==> config.mk <==
export PLATFORM = sky130hd
export DESIGN_NAME = seg_approx_adder_pipe
export DESIGN_NICKNAME = d
export VERILOG_FILES = /design/src/rtl/seg_approx_adder_pipe.sv
export SDC_FILE = /design/constraint.sdc
export NUM_CORES = 1
export LEC_CHECK = 0
export BUFFER_PORTS_ARGS = -buffer_cell sky130_fd_sc_hd__buf_2
export CORE_MARGIN = 2
export CORE_UTILIZATION = 58
export DETAILED_ROUTE_END_ITERATION = 6
export GPL_TIMING_DRIVEN = 1
export PLACE_DENSITY_LB_ADDON = 0.15
export SKIP_LAST_GASP = 1
export SYNTH_ARGS = -nofsm -noshare
export SYNTH_HDL_FRONTEND = slang
export SYNTH_SLANG_ARGS = --single-unit
==> constraint.sdc <==
create_clock -name clk -period 4.4 [get_ports clk]
set_clock_uncertainty 0.1 [all_clocks]
set_input_delay 0.66 -clock clk [delete_from_list [all_inputs] [get_ports clk]]
set_output_delay 0.66 -clock clk [all_outputs]
set_load 0.05 [all_outputs]
==> src/rtl/seg_approx_adder_pipe.sv <==
// Pipelined adder with runtime-selectable lower-part-OR approximation.
// The carry chain is cut into SEG-bit segments, one segment per register stage.
module seg_approx_adder_pipe #(
  parameter int WIDTH      = 8,
  parameter int SEG        = 4,
  parameter int APPROX_MAX = 4,
  parameter int SEL_W      = 3
) (
  input  logic             clk,
  input  logic             rst_n,
  input  logic             in_valid,
  output logic             in_ready,
  input  logic [WIDTH-1:0] in1,
  input  logic [WIDTH-1:0] in2,
  input  logic             cin,
  input  logic [SEL_W-1:0] sel,
  output logic             out_valid,
  input  logic             out_ready,
  output logic [WIDTH:0]   sum,
  output logic [SEL_W-1:0] approx_k
);

  localparam int NSEG = WIDTH / SEG;

  function automatic logic [WIDTH-1:0] low_mask(input logic [SEL_W-1:0] k);
    return ~({WIDTH{1'b1}} << k);
  endfunction

  // Replace the low k bits of the rippled result with the OR bits.
  function automatic logic [WIDTH:0] finish_sum(input logic [WIDTH:0]   r,
                                                input logic             cout,
                                                input logic [WIDTH-1:0] orv,
                                                input logic [SEL_W-1:0] k);
    logic [WIDTH-1:0] m;
    m = low_mask(k);
    return {cout, (r[WIDTH-1:0] & ~m) | orv};
  endfunction

  logic             adv;
  logic [SEL_W-1:0] k_in;
  logic [WIDTH-1:0] m_in, a_in, b_in, o_in;
  logic             c_in;

  logic [NSEG-1:0]  vld_d, vld_q;
  logic [WIDTH-1:0] a_d [NSEG];
  logic [WIDTH-1:0] a_q [NSEG];
  logic [WIDTH-1:0] b_d [NSEG];
  logic [WIDTH-1:0] b_q [NSEG];
  logic [WIDTH-1:0] o_d [NSEG];
  logic [WIDTH-1:0] o_q [NSEG];
  logic [SEL_W-1:0] k_d [NSEG];
  logic [SEL_W-1:0] k_q [NSEG];
  logic [WIDTH:0]   r_d [NSEG];
  logic [WIDTH:0]   r_q [NSEG];
  logic             c_d [NSEG];
  logic             c_q [NSEG];
  logic             cin_s [NSEG];
  logic [WIDTH:0]   rin_s [NSEG];
  logic [SEG:0]     seg_sum;
  logic [WIDTH:0]   r_tmp;

  assign adv       = !vld_q[NSEG-1] | out_ready;
  assign in_ready  = adv;
  assign out_valid = vld_q[NSEG-1];
  assign sum       = r_q[NSEG-1];
  assign approx_k  = k_q[NSEG-1];

  // Operand conditioning: A' low bits preloaded so the ripple delivers the
  // approximate carry (in1[k-1] & in2[k-1]) into bit k.
  always_comb begin
    k_in = (sel > SEL_W'(APPROX_MAX)) ? SEL_W'(APPROX_MAX) : sel;
    m_in = low_mask(k_in);
    c_in = (k_in == '0) ? cin : |(in1 & in2 & m_in & ~(m_in >> 1));
    a_in = (in1 & ~m_in) | ({WIDTH{c_in}} & m_in);
    b_in = in2 & ~m_in;
    o_in = (in1 | in2) & m_in;
  end

  always_comb begin
    vld_d[0] = in_valid;
    a_d[0]   = a_in;
    b_d[0]   = b_in;
    o_d[0]   = o_in;
    k_d[0]   = k_in;
    cin_s[0] = c_in;
    rin_s[0] = '0;
    for (int s = 1; s < NSEG; s++) begin
      vld_d[s] = vld_q[s-1];
      a_d[s]   = a_q[s-1];
      b_d[s]   = b_q[s-1];
      o_d[s]   = o_q[s-1];
      k_d[s]   = k_q[s-1];
      cin_s[s] = c_q[s-1];
      rin_s[s] = r_q[s-1];
    end
  end

  always_comb begin
    seg_sum = '0;
    r_tmp   = '0;
    for (int s = 0; s < NSEG; s++) begin
      seg_sum = {1'b0, a_d[s][s*SEG +: SEG]} + {1'b0, b_d[s][s*SEG +: SEG]}
              + {{SEG{1'b0}}, cin_s[s]};
      r_tmp = rin_s[s];
      r_tmp[s*SEG +: SEG] = seg_sum[SEG-1:0];
      if (s == NSEG-1) begin
        r_tmp = finish_sum(r_tmp, seg_sum[SEG], o_d[s], k_d[s]);
      end
      r_d[s] = r_tmp;
      c_d[s] = seg_sum[SEG];
    end
  end

  // Stage registers: the whole pipeline advances or holds as one.
  always_ff @(posedge clk) begin
    if (!rst_n) begin
      vld_q <= '0;
      for (int s = 0; s < NSEG; s++) begin
        r_q[s] <= '0;
        k_q[s] <= '0;
      end
    end else if (adv) begin
      vld_q <= vld_d;
      for (int s = 0; s < NSEG; s++) begin
        r_q[s] <= r_d[s];
        k_q[s] <= k_d[s];
      end
    end
  end

  always_ff @(posedge clk) begin
    if (adv) begin
      for (int s = 0; s < NSEG; s++) begin
        a_q[s] <= a_d[s];
        b_q[s] <= b_d[s];
        o_q[s] <= o_d[s];
        c_q[s] <= c_d[s];
      end
    end
  end

endmodule
; ---- Yosys cells after proc, flatten, opt, wreduce, memory -nomap -nowiden
; Memory sizes are Yosys's and may differ from the RTL's.
; Cells that the tools add are included.
; Widths: inputs -> output; s select.
[word_totals]
regBits = 2
ramBits = 74
input_bits = 24
out_inout_bits = 14
elab_cells = 49
n_memories = 6
[mem_list]
columns = name, words, word_bits, read_ports, rd_clocked_by_memory_dff, wr, line
row1 = r_q, 2, 9, 2, 0, 2, 54  ; logic [WIDTH:0] r_q [NSEG];
row2 = a_q, 2, 8, 1, 0, 2, 46  ; logic [WIDTH-1:0] a_q [NSEG];
row3 = b_q, 2, 8, 1, 0, 2, 48  ; logic [WIDTH-1:0] b_q [NSEG];
row4 = o_q, 2, 8, 1, 0, 2, 50  ; logic [WIDTH-1:0] o_q [NSEG];
row5 = k_q, 2, 3, 2, 0, 2, 52  ; logic [SEL_W-1:0] k_q [NSEG];
row6 = c_q, 2, 1, 1, 0, 2, 56  ; logic c_q [NSEG];
[op_classes]
n_addsub = 4
order_cmp = 1
shift = 2
muxes = 11
bitwise = 21
n_reduce_logical = 3
[ops]
columns = op, count
row1 = $and 8x8->8, 8
row2 = $not 8->8, 4
row3 = $or 8x8->8, 3
row4 = $mux 9, 2
row5 = $shl 8x3->8 const A, 2
row6 = $add 4x4->5, 2
row7 = $add 5x1->5, 2
row8 = $mux 3, 3
row9 = $not 7->8, 1
row10 = $reduce_or 8->1, 1
row11 = $mux 1, 6
row12 = $or 1x1->1, 5
row13 = $gt 3x3->1 const B, 1
row14 = $logic_not 3->1, 1
row15 = $logic_not 1->1, 1

; ---- Depth between registers and ports, before layout
[logic_depth]
word_depth = 13
mapped_depth = 10
mapped_depth_nobuf = 9

; ---- Worst setup path after synthesis
; OpenSTA, ideal clock, no wires.
[synth_path]
kind = input to register
startpoint = in sel[1]
endpoint = mem c_q[0], data pin
setup_time_ps = 254
t_arrival_ps = 2450
required_time_ps = 4046
slack_ps = 1596
cell_stages = 9
path_buffers = 1
path_cell_list = buf_4 -> nor2_2 -> a31oi_1 -> nor3b_2 -> a21oi_1 -> fa_1 -> fa_1 -> a21o_1 -> a21o_1
[synth_lines]
columns = element, line
row1 = start: declaration, 16  ; input logic [SEL_W-1:0] sel,
row2 = end: declaration, 56

==> results.toml <==
[outcome]
status = "complete, no violations"

[sta]
tns_ps = 0
finalHoldViolations = 0
tightest_slew_ps = 758
max_freq_ghz = 0.367
setup_violations = 0
fin_crit_ps = 2730
finalCritPeriodShare = 0.620
rsz0062_at_grt = "false"
relSlewSlack = 0.494
slew_viol_final = 0

[worst_hold_path]
hold_class = "input port to flip-flop"
min_to = "a_q[0][4]$_DFFE_PP_"
min_delay_path_depth = 1
hp-start = "in1[4]"

[place]
place_congestion = 0.855
placed_cells = 225
port_buffers = 37
dpl.hpwl_um = 2100

[clock_network]
clock_sinks = 37
clk_pin_slew_worst_paths_ps = 110
cts-htree-levels = 2
cts_buffer_depth = 2
cts_tree = "yes"
cts_root_buffer = "clkbuf_4"
cts-buffers-inserted = 5
postCtsSetupBuffers = 0
cts_resized = 0
holdBufCountCts = 0
clk-insertion-delay-late_ps = 340

[synth]
ys_types = 36
synth_top_area_cell = "edfxtp_1"
synth_top_area_frac = 0.566
synth_cells = 160
synth_seq_cells = 37
ys_warn_count = 0
ys_seq_area_frac = 0.588
netlist_top_cells_area = "edfxtp_1 (57%), buf_4 (4.4%), nor2_1 (4.4%)"
avgSynthCellArea_um2 = 11.6
syn_area_um2 = 1860

[worst_setup_path]
critPathKind = "input port to flip-flop"
crit_required_ps = 4410
crit_path_end_kind = "flip-flop"
crit_family = "adder cells"
worstPathArrival_ps = 2740
reg2reg_from = "a_q[0][4]$_DFFE_PP_"
worst-path-buf-inv = 1
r2r_cells = 7
cp-start-kind = "input port"
path_cells = "buf_2 -> and3_1 -> a31oi_1 -> nor3b_2 -> a21oi_1 -> fa_1 -> fa_1 -> a21o_1 -> a21o_1"
r2r_slack_ps = 2430
slowest_stage = "fa_1"
cpPeakStageDelay_ps = 470
r2r_end = "r_q[0][15]$_SDFFCE_PN0P_"
crit_fanout = 15

[final_layout]
multi_input_comb_area_um2 = 614
antennaDiodeCount = 0
nets = 222
num-fill-cells = 250
layout.area.seq_um2 = 1090
drive_above_1_share = 0.275
final_cells = 233
area_delta_synth_final_pct = 10.2

[drt]
wl_um = 2860
wl_per_cell_um = 12.3
drt-pass1-iter-count = 4
vias = 1191
viasPerCell = 5.11
drc_errors = 0
drtIter0Drc = 57
antenna_left = 0

[die]
die_y_um = 60.6
core_um2 = 3050
initial_utilization = 0.608
dieWidth_um = 60.6
row_count = 20
die-area_um2 = 3670
pin_count = 38

[global_routing]
antenna_found_initial = 0
grt_first_pass_wirelength_um = 4680
grt_util_all_layers = 0.181
grt-ovfl-total = 0
grt_max_degree = 24
grt_pass1_vias = 1118

[power_and_ir_drop]
power_density_nw_per_um2 = 361
leakage_nw = 0.939
vdd_drop_max_mv = 0.226

[flow_run]
cap_violations = 0
## flip-flops by register name, indices dropped and copies added, names as in the netlist
signal and cells:
a_q 4, b_q 4, c_q 1, k_q 6
o_q 7, r_q 13, vld_q 2
## how the worst max path moves through the flow
stage | from | endpoint | slack, ps | cells past startpoint
global route | sel[2] | c_q[0]$_DFFE_PP_ | 1590 | 9
detailed placement | sel[2] | c_q[0]$_DFFE_PP_ | 1320 | 9
global placement | sel[2] | c_q[0]$_DFFE_PP_ | 1360 | 9
floorplan | sel[1] | c_q[0]$_DFFE_PP_ | 1600 | 9
finish | sel[2] | c_q[0]$_DFFE_PP_ | 1670 | 9
CTS | sel[2] | c_q[0]$_DFFE_PP_ | 1690 | 9
## cell type report
| class | count | area share |
|---|---|---|
| sequential | 37 | 0.533 |
| multi-input combinational | 94 | 0.300 |
| timing repair buffer | 37 | 0.0905 |
| tap | 44 | 0.0269 |
| inverter | 13 | 0.0239 |
| clock buffer | 6 | 0.0202 |
| clock inverter | 2 | 0.00489 |
## through the flow
step	util	cell area (um2)	power (mW)	worst slack, ps	hold slack, ps
detailed placement	0.653	1990	0.582	1320	355
global placement	0.653	1990	0.577	1360	347
floorplan	-	1860	0.558	1600	341
global route	0.670	2050	0.777	1590	369
CTS	0.670	2050	0.745	1690	374
finish	0.670	2050	0.739	1670	385
## where the power goes
group          switching (mW)  internal [mW]  total (mW)
Combinational          0.0965         0.0472       0.144
Clock                   0.105         0.0608       0.166
Sequential             0.0100          0.420       0.430
Total                   0.212          0.528       0.739
## Yosys cell counts, drive strengths merged
| master | n |
|---|---|
| nand2 | 9 |
| o32a | 1 |
| dfxtp | 2 |
| buf | 12 |
| a21boi | 2 |
| xor2 | 1 |
| a21o | 3 |
| edfxtp | 35 |
| a21oi | 10 |
| nand3 | 1 |
| nand4 | 1 |
| mux2 | 1 |
| nor2 | 23 |
| fa | 4 |
| inv | 13 |
| ha | 6 |
| a31oi | 4 |
| o21ai | 3 |
| a211oi | 1 |
| nor2b | 2 |
| o21a | 3 |
| nor3 | 2 |
| clkbuf | 6 |
| conb | 1 |
| or2 | 1 |
| xnor2 | 1 |
| and3 | 6 |
| nor3b | 3 |
| and2 | 3 |
## kinds of logic (layout without fill, tap and decap cells)
| group | Yosys count | after routing | share of synthesized area |
|---|---|---|---|
| and+or+nand+nor | 51 | 51 | 0.135 |
| DFF | 37 | 37 | 0.588 |
| buffers and inverters | 31 | 58 | 0.0856 |
| AOI/OAI and AO/OA | 27 | 27 | 0.0910 |
| adders and majority gates | 10 | 10 | 0.0836 |
| xor gates and xnor gates | 2 | 2 | 0.00944 |
| other | 1 | 3 | 0.00202 |
| muxes | 1 | 1 | 0.00606 |
## layout by cell type, fill, tap and decap left out, types with 2 or more instances in the layout
cell,n
and3_1,6
and2_1,2
nor2_1,22
clkinv_2,2
nor3b_1,2
o21ai_0,2
a21boi_0,2
fa_1,4
dfxtp_1,2
a21o_1,3
conb_1,3
clkbuf_4,5
edfxtp_1,35
nand2_1,9
a31oi_1,4
o21a_1,3
a21oi_1,10
ha_1,6
nor3_1,2
buf_2,37
inv_1,12
## metal layers
metal,wire length [um],vias to the layer above,global-route usage
met1,1280,546,0.226
met2,1360,40,0.292
met5,0,-,0
met3,167,6,0.0576
li1,-,599,-
met4,51,0,0.0745
(Power assumes the default switching activity.)
